==> config.mk <==
export PLATFORM = sky130hd
export DESIGN_NAME = vram_arbiter
export DESIGN_NICKNAME = d
export VERILOG_FILES = /design/src/rtl/vram_pkg.sv /design/src/rtl/vram_arbiter.sv
export SDC_FILE = /design/constraint.sdc
export NUM_CORES = 1
export LEC_CHECK = 0
export ABC_AREA = 1
export CAP_MARGIN = 20
export CORE_MARGIN = 3
export CORE_UTILIZATION = 28
export CTS_CLUSTER_SIZE = 10
export DETAILED_ROUTE_END_ITERATION = 12
export PLACE_DENSITY_LB_ADDON = 0.15
export SETUP_SLACK_MARGIN = 0.2
export SLEW_MARGIN = 10
export SYNTH_ARGS = -nofsm -noshare
export SYNTH_HDL_FRONTEND = slang
export SYNTH_SLANG_ARGS = --single-unit
==> constraint.sdc <==
create_clock -name clk_sys -period 2.11 [get_ports clk_sys]
set_input_delay 0.3165 -clock clk_sys [delete_from_list [all_inputs] [get_ports clk_sys]]
set_output_delay 0.3165 -clock clk_sys [all_outputs]
set_load 0.005 [all_outputs]
==> src/rtl/vram_pkg.sv <==
// vram_arbiter shared types and defaults.
// FSM encoding and default memory read latency.
package vram_pkg;

  localparam int RD_LAT_DEF = 2;

  typedef enum logic [2:0] {
    ST_IDLE = 3'd0,
    ST_V1   = 3'd1,
    ST_V1W  = 3'd2,
    ST_V2   = 3'd3,
    ST_V2W  = 3'd4,
    ST_CW   = 3'd5,
    ST_CR   = 3'd6
  } vram_state_e;

endpackage

==> src/rtl/vram_arbiter.sv <==
// vram_arbiter: shares one VRAM port between video pair fetches
// and CPU word accesses; video wins ties, accesses never preempt.
module vram_arbiter
  import vram_pkg::*;
#(
  parameter int RD_LAT = RD_LAT_DEF
) (
  input  logic        clk_sys,
  input  logic        reset,
  input  logic        vid_req,
  input  logic [18:0] vid_addr1,
  input  logic [18:0] vid_addr2,
  output logic [15:0] vid_dout1,
  output logic [15:0] vid_dout2,
  output logic        vid_done,
  input  logic        cpu_req,
  input  logic        cpu_we,
  input  logic [1:0]  cpu_be,
  input  logic [18:0] cpu_addr,
  input  logic [15:0] cpu_din,
  output logic [15:0] cpu_dout,
  output logic        cpu_ack,
  output logic [18:0] mem_addr,
  output logic        mem_rd,
  output logic        mem_wr,
  output logic [1:0]  mem_be,
  output logic [15:0] mem_din,
  input  logic [15:0] mem_dout,
  output logic        busy
);

  localparam logic [2:0] LAT    = 3'(RD_LAT);
  localparam logic [2:0] LAT_M1 = 3'(RD_LAT - 1);

  vram_state_e state_q, state_d;
  logic [2:0]  cnt_q, cnt_d;
  logic        vid_req_q;
  logic        vid_pend_q, vid_pend_d;
  logic        vid_again_q, vid_again_d;
  logic [18:0] pa1_q, pa1_d;
  logic [18:0] pa2_q, pa2_d;
  logic [18:0] va2_q, va2_d;
  logic [15:0] vid_dout1_q, vid_dout1_d;
  logic [15:0] vid_dout2_q, vid_dout2_d;
  logic [15:0] cpu_dout_q, cpu_dout_d;
  logic        vid_done_q, vid_done_d;
  logic        cpu_ack_q, cpu_ack_d;
  logic [18:0] mem_addr_q, mem_addr_d;
  logic        mem_rd_q, mem_rd_d;
  logic        mem_wr_q, mem_wr_d;
  logic [1:0]  mem_be_q, mem_be_d;
  logic [15:0] mem_din_q, mem_din_d;

  logic vid_edge;
  logic in_vid;

  assign vid_edge = vid_req ^ vid_req_q;
  assign in_vid   = (state_q == ST_V1) || (state_q == ST_V1W) ||
                    (state_q == ST_V2) || (state_q == ST_V2W);

  assign vid_dout1 = vid_dout1_q;
  assign vid_dout2 = vid_dout2_q;
  assign vid_done  = vid_done_q;
  assign cpu_dout  = cpu_dout_q;
  assign cpu_ack   = cpu_ack_q;
  assign mem_addr  = mem_addr_q;
  assign mem_rd    = mem_rd_q;
  assign mem_wr    = mem_wr_q;
  assign mem_be    = mem_be_q;
  assign mem_din   = mem_din_q;
  assign busy      = (state_q != ST_IDLE);

  // Arbitration FSM and registered memory-port command generation
  always_comb begin
    state_d     = state_q;
    cnt_d       = cnt_q;
    vid_pend_d  = vid_pend_q | vid_edge;
    vid_again_d = vid_again_q;
    pa1_d       = pa1_q;
    pa2_d       = pa2_q;
    va2_d       = va2_q;
    vid_dout1_d = vid_dout1_q;
    vid_dout2_d = vid_dout2_q;
    cpu_dout_d  = cpu_dout_q;
    vid_done_d  = 1'b0;
    cpu_ack_d   = 1'b0;
    mem_addr_d  = mem_addr_q;
    mem_rd_d    = 1'b0;
    mem_wr_d    = 1'b0;
    mem_be_d    = mem_be_q;
    mem_din_d   = mem_din_q;

    if (vid_edge) begin
      pa1_d = vid_addr1;
      pa2_d = vid_addr2;
    end
    if (vid_edge && in_vid) begin
      vid_again_d = 1'b1;
    end

    unique case (state_q)
      ST_IDLE: begin
        if (vid_pend_q || vid_edge) begin
          state_d  = ST_V1;
          mem_rd_d = 1'b1;
          mem_be_d = 2'b11;
          if (vid_pend_q) begin
            mem_addr_d  = pa1_q;
            va2_d       = pa2_q;
            vid_again_d = vid_edge;
          end else begin
            mem_addr_d = vid_addr1;
            va2_d      = vid_addr2;
          end
        end else if (cpu_req && !cpu_ack_q) begin
          mem_addr_d = cpu_addr;
          if (cpu_we) begin
            state_d   = ST_CW;
            mem_wr_d  = 1'b1;
            mem_be_d  = cpu_be;
            mem_din_d = cpu_din;
          end else begin
            state_d  = ST_CR;
            mem_rd_d = 1'b1;
            mem_be_d = 2'b11;
            cnt_d    = LAT;
          end
        end
      end
      ST_V1: begin
        state_d = ST_V1W;
        cnt_d   = LAT_M1;
      end
      ST_V1W: begin
        if (cnt_q == 3'd0) begin
          vid_dout1_d = mem_dout;
          state_d     = ST_V2;
          mem_rd_d    = 1'b1;
          mem_addr_d  = va2_q;
          mem_be_d    = 2'b11;
        end else begin
          cnt_d = cnt_q - 3'd1;
        end
      end
      ST_V2: begin
        state_d = ST_V2W;
        cnt_d   = LAT_M1;
      end
      ST_V2W: begin
        if (cnt_q == 3'd0) begin
          vid_dout2_d = mem_dout;
          vid_done_d  = 1'b1;
          vid_pend_d  = vid_again_q | vid_edge;
          vid_again_d = 1'b0;
          state_d     = ST_IDLE;
        end else begin
          cnt_d = cnt_q - 3'd1;
        end
      end
      ST_CW: begin
        cpu_ack_d = 1'b1;
        state_d   = ST_IDLE;
      end
      ST_CR: begin
        if (cnt_q == 3'd0) begin
          cpu_dout_d = mem_dout;
          cpu_ack_d  = 1'b1;
          state_d    = ST_IDLE;
        end else begin
          cnt_d = cnt_q - 3'd1;
        end
      end
      default: state_d = ST_IDLE;
    endcase
  end

  // State registers with synchronous reset; edge detector tracks vid_req
  always_ff @(posedge clk_sys) begin
    if (reset) begin
      state_q     <= ST_IDLE;
      cnt_q       <= 3'd0;
      vid_req_q   <= vid_req;
      vid_pend_q  <= 1'b0;
      vid_again_q <= 1'b0;
      pa1_q       <= '0;
      pa2_q       <= '0;
      va2_q       <= '0;
      vid_dout1_q <= 16'h0000;
      vid_dout2_q <= 16'h0000;
      cpu_dout_q  <= 16'h0000;
      vid_done_q  <= 1'b0;
      cpu_ack_q   <= 1'b0;
      mem_addr_q  <= '0;
      mem_rd_q    <= 1'b0;
      mem_wr_q    <= 1'b0;
      mem_be_q    <= 2'b00;
      mem_din_q   <= 16'h0000;
    end else begin
      state_q     <= state_d;
      cnt_q       <= cnt_d;
      vid_req_q   <= vid_req;
      vid_pend_q  <= vid_pend_d;
      vid_again_q <= vid_again_d;
      pa1_q       <= pa1_d;
      pa2_q       <= pa2_d;
      va2_q       <= va2_d;
      vid_dout1_q <= vid_dout1_d;
      vid_dout2_q <= vid_dout2_d;
      cpu_dout_q  <= cpu_dout_d;
      vid_done_q  <= vid_done_d;
      cpu_ack_q   <= cpu_ack_d;
      mem_addr_q  <= mem_addr_d;
      mem_rd_q    <= mem_rd_d;
      mem_wr_q    <= mem_wr_d;
      mem_be_q    <= mem_be_d;
      mem_din_q   <= mem_din_d;
    end
  end

endmodule

# Yosys cells after proc, flatten, opt, wreduce, memory -nomap -nowiden
# Cells that the tools add are included.
# totals
regBits	155
output_inout_bits	90
word_cells	100
# op_classes
addsub	1
n_eq_ne	13
n_mux	36
n_bitwise	7
reduce_logical	25
# ops
op	n
19-bit 2-to-1 mux	5
19-bit case mux with 2 select lines	1
3-bit 2-to-1 mux	8
3-bit case mux with 5 select lines	1
1-bit 2-to-1 mux	11
2-bit 2-to-1 mux	5
3-bit equality test (second input constant)	3
3-bit case mux with 3 select lines	1
2-bit != test (second input constant)	4
2-bit AND reduction	4
3-bit by 2-bit equality test with 1-bit output (second input constant)	2
3-bit logical NOT	2
1-bit case mux with 2 select lines	3
3-bit AND reduction	2
3-bit nonzero test	2
2-bit OR reduction	3
5-bit AND reduction	1
1-bit logical OR	4
2-bit by 1-bit != test with 1-bit output (second input constant)	2
1-bit NOT	4
2-bit case mux with 2 select lines	1
4-bit AND reduction	1
4-bit OR reduction	1
3-bit by 1-bit equality test with 1-bit output (second input constant)	1
other kinds (8)	10

# Depth between registers and ports, before layout
# Gate-level depths: netlist of run 1.
# depth
depth_word	9
depth_mapped	11
depth_no_buf	10

# Least setup slack after synthesis of run 1
# Ideal clock, no wire load.
# synth_timing
path_kind	register -> register
from	reg cnt_q[0]
to	reg cpu_dout_q[11] (netlist: cpu_dout[11])
setup_ns	0.070
t_arrival_ns	1.358
setup_slack_ns	0.682
stages_incl_launch_ff	10
path_buffers	1
synth_period_minus_slack_ns	1.428
path_cell_list	dfxtp_1 inv_1 ha_1 inv_1 nor2_4 inv_1 nor3_4 buf_2 o21ai_0 a21oi_1
# synth_between
elab_chain_cells	2
# synth_rtl
element	line	text
start, declared	vram_arbiter.sv:36	logic [2:0] cnt_q, cnt_d;
start signal, assigned	vram_arbiter.sv:200	cnt_q <= cnt_d;
3-bit logical NOT	vram_arbiter.sv:165	if (cnt_q == 3'd0) begin
2-bit AND reduction (no source line)	--	
end signal, assigned	vram_arbiter.sv:209	cpu_dout_q <= cpu_dout_d;
end, declared	vram_arbiter.sv:45	logic [15:0] cpu_dout_q, cpu_dout_d;
# No other way between the ends.
# A chain may end at the register's enable or synchronous reset.

# Worst setup path in the final report of run 1
# layout_timing
from	reg cnt_q[0]
to	reg cpu_dout_q[7] (netlist: cpu_dout[7])
# Same word-level chain as after synthesis.

==> results.py, run 1 <==
metrics = {
    "synth": {
        "yosys.area.top_type": "dfxtp_1",
        "synthesis.area_sq_um": 6770,
        "synthTopCellsByCount": "nand2_1, dfxtp_1, nor2_1, o21ai_0, a21oi_1",
        "synth_nets": 1063,
        "synth.distinct_cells": 30,
        "synth_top_area_share_pct": 45.8,
        "synth_ff_type": "dfxtp_1",
        "avgSynthCellArea_sq_um": 7.02,
        "synth_edf_count": 0,
        "yosys.cell_count.top_type": "nand2_1",
        "synth_warnings": 0,
        "async_flop_share_pct": 0,
        "seq_area_frac_synth_pct": 45.8,
        "ys_ff_latch": 155,
        "syn_inst": 965,
        "synthTopCellsByArea": "dfxtp_1, nand2_1, o21ai_0",
    },
    "timing": {
        "tightest_slew_ns": 0.489,
        "slew_headroom_pct": 67.4,
        "clock_skew_ns": 0.0111,
        "fmax_mhz": 580,
        "period_minus_slack_ns": 1.72,
        "hold_viol": 0,
        "setup_viol_count_final": 0,
        "finalSetupTns_ns": 0,
        "drv_slew": 0,
        "fin_crit_sh_pct": 81.7,
        "rsz0062_at_grt": "false",
    },
    "routing": {
        "wl_per_cell_um": 14.2,
        "drt-total-wl_um": 20900,
        "vias": 6541,
        "viasPerCell": 4.46,
        "postRouteAntennaNets": 0,
        "first_iter_violations": 459,
        "drc": 0,
        "first_pass_iters": 5,
    },
    "grt": {
        "grt_pass1_wl_um": 33800,
        "first_global_vias": 6172,
        "grt_usage_pct": 16.0,
        "grt-ovfl-total": 0,
        "antenna_found_initial": 0,
        "grt_max_degree": 60,
    },
    "pwr": {
        "ir_drop_uv": 494,
        "p_per_area_nw_per_um2": 1270,
        "p_leak_nw": 4.01,
        "power_mw": 12.2,
    },
    "floorplan": {
        "io_pins": 186,
        "core_sq_um": 23600,
        "fp.dieW_um": 161,
        "dieHeight_um": 161,
        "rows": 56,
        "die-area_sq_um": 26100,
        "initial_core_util_pct": 28.7,
    },
    "clock_network": {
        "cts_tree": "yes",
        "cts.clk_slew.worst_paths_ns": 0.07,
        "holdBufCountCts": 0,
        "numCtsBuffers": 17,
        "cts_root_buf": "clkbuf_16",
        "cts.sinks": 155,
        "postCtsSetupBuffers": 0,
        "clk_path_buf_depth": 2,
        "clk_latency_ns": 0.42,
        "cts-htree-levels": 4,
    },
    "layout": {
        "fill_cells": 2494,
        "syn_to_final_growth_pct": 41.6,
        "nets": 1231,
        "drive_gt1_share_pct": 8.55,
        "final_util_pct": 40.6,
        "fin_area_sq_um": 9590,
        "fin_cells": 1465,
        "n_antenna_cell": 0,
    },
    "placed_design": {
        "place.gp.congestion": 0.761,
        "place_hpwl_um": 14400,
        "placed_cell_area_sq_um": 8970,
        "port-buffer-count": 185,
        "dp_cells": 1433,
    },
    "critical_path": {
        "end_kind": "register",
        "cp.required_ns": 2.43,
        "crit_fanout": 25,
        "crit_chain": "inv_1 > ha_1 > inv_1 > nor2_4 > inv_1 > nor3_4 > buf_4 > inv_2 > nor2_1 > nor2_1",
        "slowest_stage": "dfxtp_1",
        "critPathBufInv": 5,
        "critPathTopFamily": "buffers and inverters",
        "path_class": "reg -> reg",
        "crit_path_max_incr_delay_ns": 0.33,
        "cp.arrival_ns": 2.04,
        "path_common_cell": "inv_1",
        "start_kind": "register",
    },
    "outcome": {
        "status": "finished clean",
    },
    "job": {
        "max_cap_violations": 0,
    },
    "hold_path": {
        "worst_hold_path_type": "in -> reg",
    },
}
[metrics by stage]
stage | hold slack (ns) | worst slack (ns)
after global routing | 0.345 | 0.209
after CTS | 0.320 | 0.313
final | 0.342 | 0.387
after floorplan | 0.344 | 0.682
after global placement | 0.448 | 0.0918
after detailed placement | 0.453 | 0.0582
[final cells by class]
type / instances / area [sq um] / share of cell area, %
tap: 319 / 399 / 4.16
multi-input combinational: 679 / 3080 / 32.2
inverter: 70 / 265 / 2.77
clock buffer: 17 / 425 / 4.44
timing repair buffer: 210 / 2120 / 22.2
clock inverter: 15 / 179 / 1.87
sequential: 155 / 3110 / 32.4
[cells by family (layout without fill, tap and decap cells)]
logic type / Yosys count / after routing / share of synthesized area, %
AO/OA/AOI/OAI: 201 / 201 / 15.0
adder cells (fa/ha/maj): 2 / 2 / 0.370
flip-flops: 155 / 155 / 45.8
AND/OR/NAND/NOR: 475 / 475 / 30.0
buffers and inverters: 131 / 312 / 8.65
XOR/XNOR: 1 / 1 / 0.129
[layout by cell type, fill, tap and decap left out, drive strengths merged]
cell type / synthesis / final
clkinvlp: 0 / 3
xnor2: 1 / 1
o21ai: 101 / 101
dfxtp: 155 / 155
nand3: 77 / 77
o22ai: 2 / 2
nand3b: 2 / 2
nor2: 130 / 130
a31oi: 2 / 2
a21oi: 94 / 94
nor4: 2 / 2
bufinv: 0 / 2
ha: 2 / 2
buf: 32 / 26
nor3: 3 / 3
clkinv: 0 / 2
dlygate4sd2: 0 / 1
o211ai: 1 / 1
o21a: 1 / 1
inv: 70 / 78
clkdlybuf4s50: 0 / 183
clkbuf: 29 / 17
nand2: 261 / 261
[flip-flops by register name, indices dropped and copies added (netlist names), 2 cells and up]
name / flops
mem_addr: 19
pa1_q: 19
pa2_q: 19
va2_q: 19
cpu_dout: 16
mem_din: 16
vid_dout1: 16
vid_dout2: 16
cnt_q: 3
state_q: 3
mem_be: 2
[timing repair]
action / in CTS / in global routing
gates resized for setup: 4 / 1
gates cloned: 0 / 0
endpoints found under the setup margin: 1 / 2
[tightest hold or removal path: cells and delay by family]
kind,cells,cell delay [ns]
buffers and inverters,2,0.26
and+or+nand+nor,2,0.15
[report_power, final]
group | switching [mW] | leakage (nW) | internal [mW]
clock | 1.38 | 0.290 | 1.79
combinational | 2.84 | 2.44 | 2.13
sequential | 0.407 | 1.27 | 3.61
total | 4.64 | 4.01 | 7.53
[per-layer routing]
metal	track usage, %	wire length [um]
met1	22.5	10300
met2	22.8	8590
met3	6.51	1860
met4	3.75	142
met5	0	0
[final timing paths]
kind	startpoint	end	slack [ns]	cells past startpoint
worst max-delay path	cnt_q[0]	cpu_dout[7]	0.39	10
worst min-delay path	reset	mem_be[0]	0.34	4
worst max register to register	cnt_q[0]	cpu_dout[7]	0.39	10
worst min register to register	mem_din[11]	mem_din[11]	0.46	2
(Power assumes the default switching activity.)
==> inputs of run 2 (changes only) <==
- clock period: 2.11 -> 1.55 ns (I/O delays scaled with it)
==> results.py, run 2 (same netlist as run 1, synthesis figures left out) <==
metrics = {
    "routing": {
        "wl_per_cell_um": 15.2,
        "first_iter_violations": 406,
        "postRouteAntennaNets": 0,
        "vias": 7023,
        "drt-total-wl_um": 23500,
        "first_pass_iters": 7,
        "drc": 0,
        "viasPerCell": 4.55,
    },
    "layout": {
        "syn_to_final_growth_pct": 71.1,
        "fin_cells": 1545,
        "final-seq-area_sq_um": 3150,
        "nets": 1311,
        "fin_area_sq_um": 11600,
        "drive_gt1_share_pct": 29.3,
        "multi_input_area_sq_um": 3940,
        "layout_common_cells": "nand2_1, dfxtp_1, nor2_1",
        "final_common_cell": "nand2_1",
        "n_antenna_cell": 0,
        "fill_cells": 2339,
    },
    "critical_path": {
        "crit_chain": "buf_6 > nor2_4 > buf_6 > buf_12 > clkinvlp_4 > o21ai_1 > inv_1 > nand2_1 > nand2_1 > a21oi_1",
        "critPathBufInv": 5,
        "crit_fanout": 5,
        "r2r_slack_ns": 0.0006,
        "critPathTopFamily": "buffers and inverters",
        "slowest_stage": "dfxtp_4",
        "path_class": "reg -> reg",
        "end_kind": "register",
        "reg2reg_depth": 10,
        "cp.required_ns": 1.89,
        "cp.arrival_ns": 1.89,
        "crit_path_max_incr_delay_ns": 0.38,
        "start_kind": "register",
        "regToRegStartpoint": "state_q[2]",
        "r2r_end": "state_q[1]",
    },
    "clock_network": {
        "cts-htree-levels": 4,
        "clk_latency_ns": 0.44,
        "holdBufCountCts": 0,
        "clk_path_buf_depth": 2,
        "cts_tree": "yes",
        "numCtsBuffers": 17,
        "cts.sinks": 155,
        "cts.clk_slew.worst_paths_ns": 0.07,
        "cts_root_buf": "clkbuf_16",
    },
    "floorplan": {
        "rows": 56,
        "dieHeight_um": 161,
        "core_sq_um": 23600,
        "io_pins": 186,
        "fp.dieW_um": 161,
        "initial_core_util_pct": 28.7,
        "die-area_sq_um": 26100,
    },
    "pwr": {
        "p_per_area_nw_per_um2": 1910,
        "ir_drop_uv": 881,
        "power_mw": 22.1,
        "p_leak_nw": 5.10,
    },
    "grt": {
        "antenna_found_initial": 0,
        "grt_pass1_wl_um": 35500,
        "grt_usage_pct": 16.9,
        "grt-ovfl-total": 0,
        "first_global_vias": 6561,
        "grt_max_degree": 49,
    },
    "timing": {
        "period_minus_slack_ns": 1.55,
        "fmax_mhz": 645,
        "clock_skew_ns": 0.0167,
        "tightest_slew_ns": 0.653,
        "slew_headroom_pct": 56.4,
        "hold_viol": 0,
        "setup_viol_count_final": 0,
        "worst_slack_ns": 0.000607,
        "fin_crit_sh_pct": 100,
        "drv_slew": 0,
        "finalSetupTns_ns": 0,
        "rsz0062_at_grt": "true",
    },
    "placed_design": {
        "dp_cells": 1460,
        "place_hpwl_um": 14800,
        "port-buffer-count": 185,
        "post-place-ws_ns": -0.362,
        "placed_cell_area_sq_um": 9230,
        "place.gp.congestion": 0.757,
    },
    "hold_path": {
        "whs_path_depth": 1,
        "min_from": "vid_req",
        "hold_path_end": "vid_req_q",
        "worst_hold_path_type": "in -> reg",
    },
    "job": {
        "max_cap_violations": 0,
    },
    "outcome": {
        "status": "finished clean",
    },
}
run 2: cell types whose count changed in the layout (fill, tap and decap cells not counted), moves of 28 or more:
cell / delta
clkdlybuf4s50_1: -90
dlygate4sd2_1: +85
o21ai_0: -46
o21ai_2: +33
dfxtp_1: -31
dfxtp_2: +28
run 2: report_power, final:
| part | switching, mW | leakage, nW | total, mW | internal, mW |
|---|---|---|---|---|
| Sequential | 0.599 | 1.29 | 5.56 | 4.96 |
| Combinational | 5.99 | 3.51 | 12.1 | 6.13 |
| Clock | 2.15 | 0.306 | 4.40 | 2.24 |
| Total | 8.74 | 5.10 | 22.1 | 13.3 |
run 2: metrics by stage:
stage                     utilization [%]  hold slack, ns
after floorplan                         -           0.260
after global placement               39.1           0.448
after detailed placement             39.1           0.457
after CTS                            45.6           0.175
after global routing                 49.1          0.0431
final                                49.1          0.0548
run 2: worst register-to-register path: stages, from the launching register on:
cell,delay [ns]
dfxtp_4,0.38
buf_6,0.12
nor2_4,0.15
buf_6,0.12
buf_12,0.10
clkinvlp_4,0.13
o21ai_1,0.12
inv_1,0.06
nand2_1,0.06
nand2_1,0.07
a21oi_1,0.16
run 2: cell type report:
class                           count  share of cell area [%]
Clock inverter                     15                    1.80
Clock buffer                       17                    3.67
Sequential cell                   155                    27.2
Timing Repair Buffer              289                    27.2
Inverter                           70                    2.71
Multi-Input combinational cell    680                    34.0
Tap cell                          319                    3.44
run 2: what timing repair did:
action | CTS | global route
gates cloned | 11 | 4
pin swaps | 52 | 67
buffers inserted | 23 | 15
endpoints found under the setup margin | 212 | 142
resized for setup | 276 | 163
run 2: worst max path at each step:
stage                    start     endpoint  slack (ns)  depth (start not counted)
global placement       cpu_req  mem_din[13]       -0.33                          9
finish              state_q[2]   state_q[1]      0.0006                         10
detailed placement     cpu_req  mem_din[12]       -0.36                          9
CTS                   cnt_q[0]  mem_addr[8]      -0.004                         10
global route        state_q[2]   state_q[1]       -0.08                         10
floorplan             cnt_q[0]  mem_addr[8]        0.16                         11
run 2: layer usage:
layer  part of all wire (%)  vias to the layer above  track usage (%)
met5                      0                        -                0
met4                    1.1                        0             4.54
met3                    6.1                       15             4.77
met2                     46                      155             25.5
met1                     47                     3244             23.7
li1                       -                     3609                -
==> inputs of run 3 (changes only) <==
--- a/config.mk
+++ b/config.mk
@@ -14,5 +14,5 @@
 export PLACE_DENSITY_LB_ADDON = 0.15
 export SETUP_SLACK_MARGIN = 0.2
-export SLEW_MARGIN = 10
+export SLEW_MARGIN = 40
 export SYNTH_ARGS = -nofsm -noshare
 export SYNTH_HDL_FRONTEND = slang
==> constraint.sdc (replaced) <==
create_clock -name clk_sys -period 1.55 [get_ports clk_sys]
set_input_delay 0.31 -clock clk_sys [delete_from_list [all_inputs] [get_ports clk_sys]]
set_output_delay 0.31 -clock clk_sys [all_outputs]
set_load 0.005 [all_outputs]
==> results.py, run 3 (same netlist as run 1, synthesis figures left out) <==
metrics = {
    "grt": {
        "first_global_vias": 6588,
        "antenna_found_initial": 0,
        "grt_pass1_wl_um": 35400,
        "grt_max_degree": 49,
        "grt-ovfl-total": 0,
        "grt_usage_pct": 16.8,
    },
    "placed_design": {
        "place_hpwl_um": 14900,
        "port-buffer-count": 185,
        "post-place-ws_ns": -0.440,
        "place.gp.congestion": 0.771,
    },
    "floorplan": {
        "die-area_sq_um": 26100,
        "dieHeight_um": 161,
        "rows": 56,
        "fp.dieW_um": 161,
        "core_sq_um": 23600,
        "initial_core_util_pct": 28.7,
        "io_pins": 186,
    },
    "clock_network": {
        "clk_latency_ns": 0.44,
        "cts.clk_slew.worst_paths_ns": 0.08,
        "clk_path_buf_depth": 2,
        "cts_tree": "yes",
        "cts_root_buf": "clkbuf_16",
        "cts-htree-levels": 4,
        "numCtsBuffers": 17,
        "cts.sinks": 155,
    },
    "routing": {
        "first_iter_violations": 474,
        "drt-total-wl_um": 23500,
        "drc": 0,
        "viasPerCell": 4.53,
        "vias": 7004,
        "wl_per_cell_um": 15.2,
        "first_pass_iters": 5,
        "postRouteAntennaNets": 0,
    },
    "critical_path": {
        "crit_cells": 11,
        "crit_fanout": 6,
        "crit_start": "cnt_q[0]",
        "regToRegStartpoint": "cnt_q[0]",
        "reg2reg_depth": 11,
        "path_class": "reg -> reg",
        "crit_chain": "inv_2 > ha_4 > inv_2 > nor2_4 > buf_6 > inv_2 > nor3_4 > buf_6 > clkbuf_16 > o21ai_0 > a21oi_1",
        "slowest_stage": "dfxtp_2",
        "r2r_end": "cpu_dout[9]",
        "start_kind": "register",
        "critPathBufInv": 6,
        "path_common_cell": "inv_2",
        "endpoint": "cpu_dout[9]",
        "critPathTopFamily": "buffers and inverters",
        "cp.required_ns": 1.93,
        "crit_path_max_incr_delay_ns": 0.33,
        "r2r_slack_ns": -0.02,
        "end_kind": "register",
        "cp.arrival_ns": 1.95,
    },
    "pwr": {
        "p_leak_nw": 4.91,
        "ir_drop_uv": 987,
        "power_mw": 22.7,
        "p_per_area_nw_per_um2": 1970,
    },
    "outcome": {
        "status": "finished, violations left",
        "failed_checks": "negative setup slack",
    },
    "timing": {
        "clock_skew_ns": 0.0138,
        "worst_slack_ns": -0.0199,
        "tightest_slew_ns": 0.422,
        "fin_crit_sh_pct": 101,
        "drv_slew": 0,
        "period_minus_slack_ns": 1.57,
        "slew_headroom_pct": 71.6,
        "setup_viol_count_final": 5,
        "fmax_mhz": 637,
        "hold_viol": 0,
        "rsz0062_at_grt": "true",
    },
    "layout": {
        "layout_common_cells": "nand2_1, dfxtp_1, nor2_1",
        "final_common_cell": "nand2_1",
        "syn_to_final_growth_pct": 69.7,
        "fill_cells": 2301,
        "nets": 1313,
        "drive_gt1_share_pct": 33.3,
        "n_antenna_cell": 0,
    },
    "job": {
        "max_cap_violations": 0,
    },
    "hold_path": {
        "worst_hold_path_type": "in -> reg",
    },
}
## run 3: what timing repair did
action,in CTS,in global routing
setup endpoints to repair,219,215
cloned,10,5
hold endpoints to repair,0,0
gates resized for setup,309,236
hold buffers,0,0
setup buffers,19,22
pin swaps,70,53
## run 3: worst min path at each step
stage | slack [ns] | start | cells after the start | to
2_1_floorplan | 0.34 | vid_req | 0 | vid_req_q
5_1_grt | 0.23 | vid_req | 1 | vid_req_q
3_3_place_gp | 0.45 | mem_din[14] | 2 | mem_din[14]
3_5_place_dp | 0.45 | pa1_q[18] | 2 | pa1_q[18]
4_1_cts | 0.18 | vid_req | 1 | vid_req_q
6_report | 0.24 | vid_req | 1 | vid_req_q
## run 3: final cells by class
class                      instances  area, sq um  share of cell area [%]
timing repair buffer             291         3100                    26.9
clock inverter                    15          190                    1.65
tap                              319          399                    3.47
clock buffer                      17          425                    3.70
multi-input combinational        680         3920                    34.1
sequential                       155         3170                    27.6
inverter                          70          290                    2.53
## run 3: through the flow
stage	setup TNS, ns	utilization (%)	hold WS (ns)	area [sq um]	instances
finish	-0.0443	48.7	0.242	11500	1547
global route	-2.23	48.7	0.230	11500	1547
global placement	-28.04	39.1	0.448	9240	1459
CTS	-0.0380	45.5	0.182	10700	1520
detailed placement	-29.96	39.1	0.453	9240	1459
floorplan	0	-	0.338	6800	965
## run 3: power breakdown
part / total (mW) / internal (mW) / switching [mW]
Combinational: 12.7 / 6.45 / 6.23
Clock: 4.41 / 2.35 / 2.06
Sequential: 5.61 / 4.99 / 0.622
## run 3: metal layers
layer / vias up / part of all wire, % / GRT usage (%)
li1: 3614 / - / -
met1: 3205 / 47 / 22.9
met2: 160 / 45 / 25.7
met3: 25 / 6.5 / 5.23
met4: 0 / 1.5 / 5.01
met5: - / 0 / 0
